<file path="config.mk">
export PLATFORM = sky130hd
export DESIGN_NAME = display_scan_ctrl
export DESIGN_NICKNAME = d
export VERILOG_FILES = /design/src/rtl/display_scan_ctrl.sv
export SDC_FILE = /design/constraint.sdc
export NUM_CORES = 1
export LEC_CHECK = 0
export BUFFER_PORTS_ARGS = -buffer_cell sky130_fd_sc_hd__clkbuf_2
export CORE_ASPECT_RATIO = 1.4
export CORE_MARGIN = 2
export CORE_UTILIZATION = 55
export CTS_CLUSTER_DIAMETER = 30
export DETAILED_ROUTE_END_ITERATION = 7
export GPL_TIMING_DRIVEN = 0
export PLACE_DENSITY = 0.77
export SYNTH_ARGS = -nofsm -noshare
export SYNTH_HDL_FRONTEND = slang
export SYNTH_SLANG_ARGS = --single-unit
</file>
<file path="constraint.sdc">
create_clock -name clk -period 4.8 [get_ports clk]
set_clock_uncertainty 0.15 [all_clocks]
set_input_delay 0.24 -clock clk [delete_from_list [all_inputs] [get_ports clk]]
set_output_delay 0.24 -clock clk [all_outputs]
set_load 0.02 [all_outputs]
</file>
<file path="src/rtl/display_scan_ctrl.sv">
// display_scan_ctrl: two-digit scan controller for the 4-bit display path.
// Digit 0 shows the dip-switch nibble and digit 1 shows the syndrome nibble.
// Every digit slot begins with an anode-off blanking gap, so the nibble and
// the anodes never change together. The state, counter and outputs are all
// registered. The output registers are loaded from the next-state values,
// so each output always matches the state that the controller is in.
module display_scan_ctrl #(
    parameter int CLK_HZ       = 27000000,
    parameter int SCAN_HZ      = 1000,
    parameter int BLANK_CYCLES = 64
) (
    input  logic       clk,
    input  logic       rst,
    input  logic       en,
    input  logic [3:0] i,
    input  logic [3:0] p,
    output logic       sel,
    output logic [3:0] w,
    output logic [1:0] an_n,
    output logic       frame_tick
);

    localparam int DWELL = CLK_HZ / (2 * SCAN_HZ);
    localparam int CW    = (DWELL > 1) ? $clog2(DWELL) : 1;

    // Last count of the blanking gap and of the visible part of a slot.
    localparam logic [CW-1:0] BLANK_LAST = CW'((BLANK_CYCLES > 0) ? BLANK_CYCLES - 1 : 0);
    localparam logic [CW-1:0] SHOW_LAST  = CW'(DWELL - BLANK_CYCLES - 1);
    localparam logic [CW-1:0] CNT_ZERO   = CW'(0);
    localparam logic [CW-1:0] CNT_ONE    = CW'(1);

    if (BLANK_CYCLES >= DWELL || DWELL < 2) begin : g_bad_params
        $error("display_scan_ctrl: BLANK_CYCLES must be < DWELL and DWELL must be >= 2");
    end

    typedef enum logic [1:0] {
        ST_IDLE  = 2'd0,
        ST_BLANK = 2'd1,
        ST_SHOW  = 2'd2
    } state_t;

    // Start of a slot: go to the blanking gap, or straight to SHOW when there is no gap.
    localparam state_t SLOT_START = (BLANK_CYCLES == 0) ? ST_SHOW : ST_BLANK;

    state_t        state_r, state_s;
    logic [CW-1:0] cnt_r, cnt_s;
    logic          sel_r, sel_s;
    logic [3:0]    w_r, w_s;
    logic [1:0]    an_n_r, an_n_s;
    logic          tick_r, tick_s;

    // Next state, slot counter and digit select. A low en overrides everything else.
    always_comb begin
        state_s = state_r;
        cnt_s   = cnt_r;
        sel_s   = sel_r;
        if (!en) begin
            state_s = ST_IDLE;
            cnt_s   = CNT_ZERO;
            sel_s   = 1'b0;
        end else begin
            case (state_r)
                ST_IDLE: begin
                    state_s = SLOT_START;
                    cnt_s   = CNT_ZERO;
                    sel_s   = 1'b0;
                end
                ST_BLANK: begin
                    if (cnt_r == BLANK_LAST) begin
                        state_s = ST_SHOW;
                        cnt_s   = CNT_ZERO;
                    end else begin
                        cnt_s = cnt_r + CNT_ONE;
                    end
                end
                ST_SHOW: begin
                    if (cnt_r == SHOW_LAST) begin
                        state_s = SLOT_START;
                        cnt_s   = CNT_ZERO;
                        sel_s   = ~sel_r;
                    end else begin
                        cnt_s = cnt_r + CNT_ONE;
                    end
                end
                default: begin
                    state_s = ST_IDLE;
                    cnt_s   = CNT_ZERO;
                    sel_s   = 1'b0;
                end
            endcase
        end
    end

    // Output values for the upcoming cycle, derived from the next state.
    // frame_tick is set for the last visible cycle of digit 1.
    always_comb begin
        an_n_s = 2'b11;
        w_s    = w_r;
        tick_s = 1'b0;
        case (state_s)
            ST_BLANK: begin
                w_s = sel_s ? p : i;
            end
            ST_SHOW: begin
                w_s    = sel_s ? p : i;
                an_n_s = sel_s ? 2'b01 : 2'b10;
                tick_s = sel_s && (cnt_s == SHOW_LAST);
            end
            default: begin
                w_s = w_r;
            end
        endcase
    end

    // State, counter and output registers with a synchronous reset.
    always_ff @(posedge clk) begin
        if (rst) begin
            state_r <= ST_IDLE;
            cnt_r   <= CNT_ZERO;
            sel_r   <= 1'b0;
            w_r     <= 4'h0;
            an_n_r  <= 2'b11;
            tick_r  <= 1'b0;
        end else begin
            state_r <= state_s;
            cnt_r   <= cnt_s;
            sel_r   <= sel_s;
            w_r     <= w_s;
            an_n_r  <= an_n_s;
            tick_r  <= tick_s;
        end
    end

    assign sel        = sel_r;
    assign w          = w_r;
    assign an_n       = an_n_r;
    assign frame_tick = tick_r;

endmodule

</file>
==> results by group, run 1 <==
Routing
  – Detail-routed net length per standard cell: 12.5 um
  – Average via count per standard cell: 5.69
  – Initial DRT Pass Iterations: 4
  – Routed vias: 1098
  – Overall routed net length: 2420 um
  – Total DRC errors in the routed layout: 0
  – Drt initial violations: 20
  – Antenna violation net count after detailed routing: 0

Status
  – Result of the run: completed

GRT
  – Congestion Overflow GR: 0
  – Antenna violations before repair: 0
  – All-Layer GR Usage: 20.3%
  – Via count of the first global-routing pass: 993
  – Pin count of the biggest net entering global routing: 14
  – Global-route wire length before repair: 4090 um

Floorplan
  – Die width: 44.8 um
  – I/O pin count: 19
  – Die extent in y: 61.1 um
  – Floorplan Core Area: 0.00218 mm^2
  – Initial core utilization: 58.7%
  – Total Die Area: 0.00273 mm^2
  – Placement row count: 20

Critical path
  – Data required time of the critical path: 4.87 ns
  – Setup crit end kind: flop
  – Critical path peak fanout: 9
  – Critical Path Source Type: flop
  – Cell count of the worst reg-to-reg path: 11
  – Setup Crit Path Kind: reg -> reg
  – Data arrival time of the critical path: 3.17 ns
  – Setup slack of the most critical reg-to-reg path: 1.71 ns
  – Worst flop-to-flop path endpoint: w[3]$_SDFFE_PP0P_
  – Startpoint of the worst-slack reg-to-reg timing path: cnt_r[9]$_SDFF_PP0_

Hold path
  – Count of cells along the worst hold path: 3
  – Beginning of the worst hold path: i[2]
  – End of the worst hold path: w[2]$_SDFFE_PP0P_
  – Min-delay worst type: in -> reg

Yosys
  – Unique cell type count in the Yosys netlist: 35
  – Most common cell in the synthesized netlist: sky130_fd_sc_hd__dfxtp_1
  – Number of flops mapped to enable cells by yosys: 0
  – Fraction of synthesis flops using an asynchronous set or reset pin: 0%
  – Flip-flop and latch count after synthesis: 24
  – Synth Net Count: 167
  – Largest cells by area after synthesis: sky130_fd_sc_hd__dfxtp_1, sky130_fd_sc_hd__ha_1, sky130_fd_sc_hd__nor2_1, sky130_fd_sc_hd__xnor2_1, sky130_fd_sc_hd__a211oi_1
  – Top-area cell type share of the netlist area: 37.6%
  – Post-synthesis instance area: 0.00128 mm^2
  – Sequential fraction of the synthesis area: 37.6%
  – Synth top cells by count: sky130_fd_sc_hd__dfxtp_1, sky130_fd_sc_hd__nor2_1, sky130_fd_sc_hd__nand2_1
  – Number of cells produced by synthesis: 150
  – Synthesis Warnings: 0
  – Post-Syn Area per Cell: 8.52 um^2
  – Most used flip-flop cell after synthesis: sky130_fd_sc_hd__dfxtp_1
  – Cell taking the most area after synthesis: sky130_fd_sc_hd__dfxtp_1

STA
  – Actual transition at the worst max-transition pin: 0.671 ns
  – Count of endpoints failing setup in the final report: 0
  – Tightest slew margin relative to the limit: 54.9%
  – RSZ-0062 raised after global routing: false
  – Final Cycle Share: 64.4%
  – Final Hold Viols: 0
  – Peak clock frequency supported by timing: 323 MHz
  – Max-slew violation count: 0
  – Period minus WS final: 3.09 ns
  – TNS Setup: 0 ns

Final layout
  – Filler instances: 201
  – Antenna fix cells: 0
  – Combined flip-flop and latch cell area: 480 um^2
  – Area occupied by multi-input gates: 737 um^2
  – Final-stage net count: 189
  – Share of post-route cells with drive strength above 1: 15.8%
  – Layout-stage area growth over the synthesis result: 11.6%

Job
  – Number of max-capacitance violations reported: 0

Clock tree
  – Number of resized instances in the post-cts repair step: 0
  – Worst skew pair latency: 0.30 ns
  – Buffers inserted during post-CTS setup optimization: 0
  – Hold buffer count at CTS: 0
  – Clock tree buffer depth: 2
  – Clock sink count: 24
  – Root buffer cell: sky130_fd_sc_hd__clkbuf_4
  – TritonCTS clock tree: built
  – Number of buffers created by CTS: 3
  – Clock-pin transition on the worst setup and hold timing paths: 0.13 ns
  – Depth of the CTS H-tree: 1

Place
  – Port buffer count: 17
  – Dpl hpwl: 1910 um
  – Routability Congestion: 0.860

Power
  – Standby leakage power: 0.538 nW
  – Largest vdd supply drop: 0.192 mV
  – Total Power Consumption: 0.000331 W
  – Areal power density over the cells: 232 mW/mm^2
report_power, final:
part           switching (W)  total (W)  internal (W)
registers         0.00000199   0.000204      0.000202
clock network      0.0000576   0.000104     0.0000462
logic              0.0000133  0.0000224    0.00000909
total              0.0000729   0.000331      0.000258
stage by stage:
| stage | hold slack [ns] | setup WS [ns] | std cells | util, % | area (um^2) |
|---|---|---|---|---|---|
| after global routing | 0.0822 | 1.48 | 193 | 65.6 | 1430 |
| final | 0.0958 | 1.71 | 193 | 65.6 | 1430 |
| after global placement | 0.292 | 1.80 | 189 | 63.9 | 1390 |
| after floorplan | 0.275 | 1.97 | 150 | - | 1280 |
| after CTS | 0.0955 | 1.70 | 193 | 65.6 | 1430 |
| after detailed placement | 0.303 | 1.77 | 189 | 63.9 | 1390 |
cell families (layout without fill, tap and decap cells):
kind of cell	Yosys count	count (layout)	share of synthesized area, %
mux	4	4	3.13
compound gates	22	22	12.1
simple gates	68	68	27.5
buf+inv	13	34	4.79
fa+ha+maj	7	7	6.65
xor+xnor	12	12	8.22
flops	24	24	37.6
critical path: stages, from the launching register on:
cell	delay (ns)
sky130_fd_sc_hd__dfxtp_1	0.32
sky130_fd_sc_hd__buf_4	0.16
sky130_fd_sc_hd__or4_1	0.52
sky130_fd_sc_hd__or4_1	0.51
sky130_fd_sc_hd__buf_2	0.18
sky130_fd_sc_hd__a21oi_1	0.16
sky130_fd_sc_hd__o22ai_1	0.09
sky130_fd_sc_hd__and2_1	0.18
sky130_fd_sc_hd__ha_1	0.27
sky130_fd_sc_hd__inv_1	0.18
sky130_fd_sc_hd__nor2_1	0.07
sky130_fd_sc_hd__a211oi_1	0.22
worst max path at each step:
stage	from	end	slack, ns	depth (start not counted)
2_1_floorplan	cnt_r[8]$_SDFF_PP0_	w[1]$_SDFFE_PP0P_	1.97	11
3_3_place_gp	cnt_r[9]$_SDFF_PP0_	w[2]$_SDFFE_PP0P_	1.80	11
3_5_place_dp	cnt_r[9]$_SDFF_PP0_	w[3]$_SDFFE_PP0P_	1.77	11
4_1_cts	cnt_r[9]$_SDFF_PP0_	w[3]$_SDFFE_PP0P_	1.70	11
5_1_grt	cnt_r[9]$_SDFF_PP0_	w[2]$_SDFFE_PP0P_	1.48	10
6_report	cnt_r[9]$_SDFF_PP0_	w[3]$_SDFFE_PP0P_	1.71	11
layout make-up:
cell class | count | area share (%)
multi-input combinational | 113 | 51.6
sequential | 24 | 33.7
timing repair buffer | 17 | 5.96
clock buffer | 4 | 2.54
buffer | 6 | 2.45
tap | 22 | 1.93
inverter | 7 | 1.84
flip-flops by register name (all words and copies together), names as in the netlist:
signal and count:
state_r 2, an_n 2, sel 1, frame_tick 1, w 4, cnt_r 14
layer usage:
| layer | up-vias | track usage, % | routed length [um] |
|---|---|---|---|
| li1 | 563 | - | - |
| met1 | 518 | 22.8 | 997 |
| met2 | 15 | 38.3 | 1340 |
| met3 | 2 | 2.93 | 62 |
| met4 | 0 | 6.49 | 19 |
| met5 | - | 0 | 0 |
layout by cell type, fill, tap and decap left out, types with 2 or more instances in the layout:
| master | instances |
|---|---|
| sky130_fd_sc_hd__xor2_1 | 5 |
| sky130_fd_sc_hd__nor3b_1 | 2 |
| sky130_fd_sc_hd__nor2_1 | 20 |
| sky130_fd_sc_hd__nand2_1 | 10 |
| sky130_fd_sc_hd__and2_1 | 2 |
| sky130_fd_sc_hd__a21oi_1 | 5 |
| sky130_fd_sc_hd__mux2i_1 | 4 |
| sky130_fd_sc_hd__nand4_1 | 5 |
| sky130_fd_sc_hd__ha_1 | 6 |
| sky130_fd_sc_hd__clkbuf_2 | 17 |
| sky130_fd_sc_hd__nand2b_1 | 2 |
| sky130_fd_sc_hd__clkbuf_4 | 3 |
| sky130_fd_sc_hd__nor2b_1 | 5 |
| sky130_fd_sc_hd__clkbuf_1 | 3 |
| sky130_fd_sc_hd__a211oi_1 | 6 |
| sky130_fd_sc_hd__inv_1 | 7 |
| sky130_fd_sc_hd__or3_1 | 3 |
| sky130_fd_sc_hd__nor3_1 | 4 |
| sky130_fd_sc_hd__or4_1 | 4 |
| sky130_fd_sc_hd__nand3_1 | 6 |
| sky130_fd_sc_hd__o21ai_0 | 6 |
| sky130_fd_sc_hd__xnor2_1 | 7 |
| sky130_fd_sc_hd__dfxtp_1 | 24 |
Note: power is estimated with default switching activity, not from simulation.
==> run 2, diff against run 1 <==
--- a/config.mk
+++ b/config.mk
@@ -8,11 +8,11 @@
 export BUFFER_PORTS_ARGS = -buffer_cell sky130_fd_sc_hd__clkbuf_2
 export CORE_ASPECT_RATIO = 1.4
 export CORE_MARGIN = 2
-export CORE_UTILIZATION = 55
+export CORE_UTILIZATION = 50
 export CTS_CLUSTER_DIAMETER = 30
 export DETAILED_ROUTE_END_ITERATION = 7
 export GPL_TIMING_DRIVEN = 0
-export PLACE_DENSITY = 0.77
+export PLACE_DENSITY = 0.74
 export SYNTH_ARGS = -nofsm -noshare
 export SYNTH_HDL_FRONTEND = slang
 export SYNTH_SLANG_ARGS = --single-unit
==> constraint.sdc (replaced) <==
create_clock -name clk -period 2.8 [get_ports clk]
set_clock_uncertainty 0.15 [all_clocks]
set_input_delay 0.14 -clock clk [delete_from_list [all_inputs] [get_ports clk]]
set_output_delay 0.14 -clock clk [all_outputs]
set_load 0.02 [all_outputs]
==> results by group, run 2 (synthesized netlist as in run 1, its figures left out) <==
Clock tree
  – TritonCTS clock tree: built (unchanged)
  – Depth of the CTS H-tree: 1 (unchanged)
  – Clock-pin transition on the worst setup and hold timing paths: 0.13 ns (about the same)
  – Worst skew pair latency: 0.31 ns (was 0.30 ns)
  – Clock tree buffer depth: 2 (unchanged)
  – Root buffer cell: sky130_fd_sc_hd__clkbuf_4 (unchanged)
  – Number of buffers created by CTS: 3 (unchanged)
  – Clock sink count: 24 (unchanged)

Final layout
  – Leading cell type in the layout, fill and taps excluded: sky130_fd_sc_hd__dfxtp_1 (unchanged)
  – Final-stage net count: 193 (was 189)
  – Layout-stage area growth over the synthesis result: 24.0% (was 11.6%)
  – Most used cells in the layout excluding fill and tap cells: sky130_fd_sc_hd__dfxtp_1, sky130_fd_sc_hd__nor2_1, sky130_fd_sc_hd__clkbuf_2, sky130_fd_sc_hd__nand2_1, sky130_fd_sc_hd__xnor2_1 (was sky130_fd_sc_hd__dfxtp_1, sky130_fd_sc_hd__nor2_1, sky130_fd_sc_hd__clkbuf_2, sky130_fd_sc_hd__nand2_1)
  – Flip-flop count of the largest register, all copies and words added: 14 (unchanged)
  – Share of post-route cells with drive strength above 1: 25.1% (was 15.8%)
  – End-of-flow core utilization: 65.6% (about the same)
  – Top reg by flops: cnt_r (unchanged)
  – Antenna fix cells: 0 (unchanged)

STA
  – RSZ-0062 raised after global routing: false (unchanged)
  – Period minus WS final: 2.72 ns (was 3.09 ns)
  – Max-slew violation count: 0 (unchanged)
  – Peak clock frequency supported by timing: 368 MHz (was 323 MHz)
  – Final Cycle Share: 97.0% (was 64.4%)
  – Actual transition at the worst max-transition pin: 0.639 ns (was 0.671 ns)
  – Final Hold Viols: 0 (unchanged)
  – Worst Hold Slack: 0.0180 ns (was 0.0958 ns)
  – Count of endpoints failing setup in the final report: 0 (unchanged)
  – Tightest slew margin relative to the limit: 57.1% (was 54.9%)

Routing
  – Average via count per standard cell: 5.34 (was 5.69)
  – Overall routed net length: 2740 um (was 2420 um)
  – Initial DRT Pass Iterations: 5 (was 4)
  – Routed vias: 1117 (was 1098)
  – Total DRC errors in the routed layout: 0 (unchanged)
  – Antenna violation net count after detailed routing: 0 (unchanged)
  – Detail-routed net length per standard cell: 13.1 um (was 12.5 um)
  – Drt initial violations: 10 (was 20)

Floorplan
  – Die extent in y: 63.8 um (was 61.1 um)
  – Initial core utilization: 52.9% (was 58.7%)
  – Die width: 46.7 um (was 44.8 um)
  – Total Die Area: 0.00298 mm^2 (was 0.00273 mm^2)
  – Floorplan Core Area: 0.00242 mm^2 (was 0.00218 mm^2)
  – Placement row count: 21 (was 20)
  – I/O pin count: 19 (unchanged)

Critical path
  – Critical Path Slowest Stage Cell: sky130_fd_sc_hd__or4_4 (was sky130_fd_sc_hd__or4_1)
  – Data arrival time of the critical path: 2.81 ns (was 3.17 ns)
  – Data required time of the critical path: 2.89 ns (was 4.87 ns)
  – Critical Path Source Type: flop (unchanged)
  – CP dominant cell by count: sky130_fd_sc_hd__or4_4 (was sky130_fd_sc_hd__or4_1)
  – Critical path peak fanout: 10 (was 9)
  – Worst path cell trace: buf_6, or4_4, or4_4, a21oi_2, o22ai_1, and2_4, ha_4, inv_4, buf_4, a211oi_2 (was buf_4, or4_1, or4_1, buf_2, a21oi_1, o22ai_1, and2_1, ha_1, inv_1, nor2_1, a211oi_1)
  – Startpoint of the worst setup timing path: cnt_r[8]$_SDFF_PP0_ (was cnt_r[9]$_SDFF_PP0_)
  – Cell count of the worst reg-to-reg path: 10 (was 11)
  – Setup crit end kind: flop (unchanged)
  – Capture point of the critical path: w[0]$_SDFFE_PP0P_ (was w[3]$_SDFFE_PP0P_)
  – Worst flop-to-flop path endpoint: w[0]$_SDFFE_PP0P_ (was w[3]$_SDFFE_PP0P_)
  – Startpoint of the worst-slack reg-to-reg timing path: cnt_r[8]$_SDFF_PP0_ (was cnt_r[9]$_SDFF_PP0_)
  – Delay of the slowest critical-path stage: 0.56 ns (was 0.52 ns)
  – Setup Crit Path Kind: reg -> reg (unchanged)
  – Setup slack of the most critical reg-to-reg path: 0.08 ns (was 1.71 ns)

Place
  – Port buffer count: 17 (unchanged)
  – Routability Congestion: 0.831 (was 0.860)
  – Dpl hpwl: 1940 um (was 1910 um)

Job
  – Number of max-capacitance violations reported: 0 (unchanged)

Hold path
  – Count of cells along the worst hold path: 3 (unchanged)
  – Min-delay worst type: in -> reg (unchanged)

GRT
  – Via count of the first global-routing pass: 1168 (was 993)
  – Congestion Overflow GR: 0 (unchanged)
  – All-Layer GR Usage: 20.3% (about the same)
  – Pin count of the biggest net entering global routing: 15 (was 14)
  – Antenna violations before repair: 0 (unchanged)
  – Global-route wire length before repair: 4600 um (was 4090 um)

Power
  – Areal power density over the cells: 409 mW/mm^2 (was 232 mW/mm^2)
  – Largest vdd supply drop: 0.321 mV (was 0.192 mV)
  – Standby leakage power: 0.577 nW (was 0.538 nW)

Status
  – Result of the run: completed (unchanged)
==> run 2: report_power, final <==
group	internal, W	switching, W	leakage [nW]
Sequential	0.000347	0.00000308	0.196
Clock	0.000145	0.000100	0.0279
Combinational	0.0000241	0.0000287	0.353
==> run 2: cell type report <==
class	count	area, um^2
clock buffers	3	22.5
well taps	34	42.5
plain buffers	2	15.0
flip-flops and latches	24	483
multi-input cells	113	796
clock inverters	1	30.0
inverters	7	28.8
repair buffers	25	168
fillers	217	832
==> run 2: stage by stage <==
step | worst slack [ns] | TNS (ns) | area, um^2 | total power (W) | std cells
final | 0.0827 | 0 | 1590 | 0.000648 | 209
after floorplan | 0.0140 | 0 | 1280 | 0.000382 | 150
after CTS | 0.0309 | 0 | 1550 | 0.000654 | 210
after global placement | -0.146 | -0.645 | 1410 | 0.000395 | 201
after detailed placement | -0.184 | -0.797 | 1410 | 0.000397 | 201
after global routing | 0.00213 | 0 | 1590 | 0.000670 | 209
==> run 2: worst min path at each step <==
| stage | from | to | slack, ns |
|---|---|---|---|
| floorplan | i[0] | w[0]$_SDFFE_PP0P_ | 0.22 |
| global placement | cnt_r[0]$_SDFF_PP0_ | cnt_r[0]$_SDFF_PP0_ | 0.30 |
| detailed placement | cnt_r[0]$_SDFF_PP0_ | cnt_r[0]$_SDFF_PP0_ | 0.32 |
| CTS | i[2] | w[2]$_SDFFE_PP0P_ | 0.01 |
| global route | i[2] | w[2]$_SDFFE_PP0P_ | 0.02 |
| finish | i[2] | w[2]$_SDFFE_PP0P_ | 0.02 |
==> run 2: timing repair <==
item	4_1_cts	5_1_grt
setup buffers	3	1
endpoints found under the hold margin	2	0
endpoints found under the setup margin	16	15
hold buffers	4	0
gates resized for setup	12	7
pin swaps	8	7
gates cloned	0	0
==> run 2: worst max-delay path, delay by kind of cell, from the launching register on <==
kind,cells,cell delay (ns)
simple gates,3,1.21
compound gates,3,0.39
flops,1,0.34
buf+inv,3,0.31
fa+ha+maj,1,0.26
==> run 2: layer usage <==
metal	GRT usage, %	wire, um	vias up
met1	22.4	1150	521
met2	34.7	1500	17
met3	5.65	58	4
met5	0	0	-
met4	8.33	33	0
li1	-	-	575
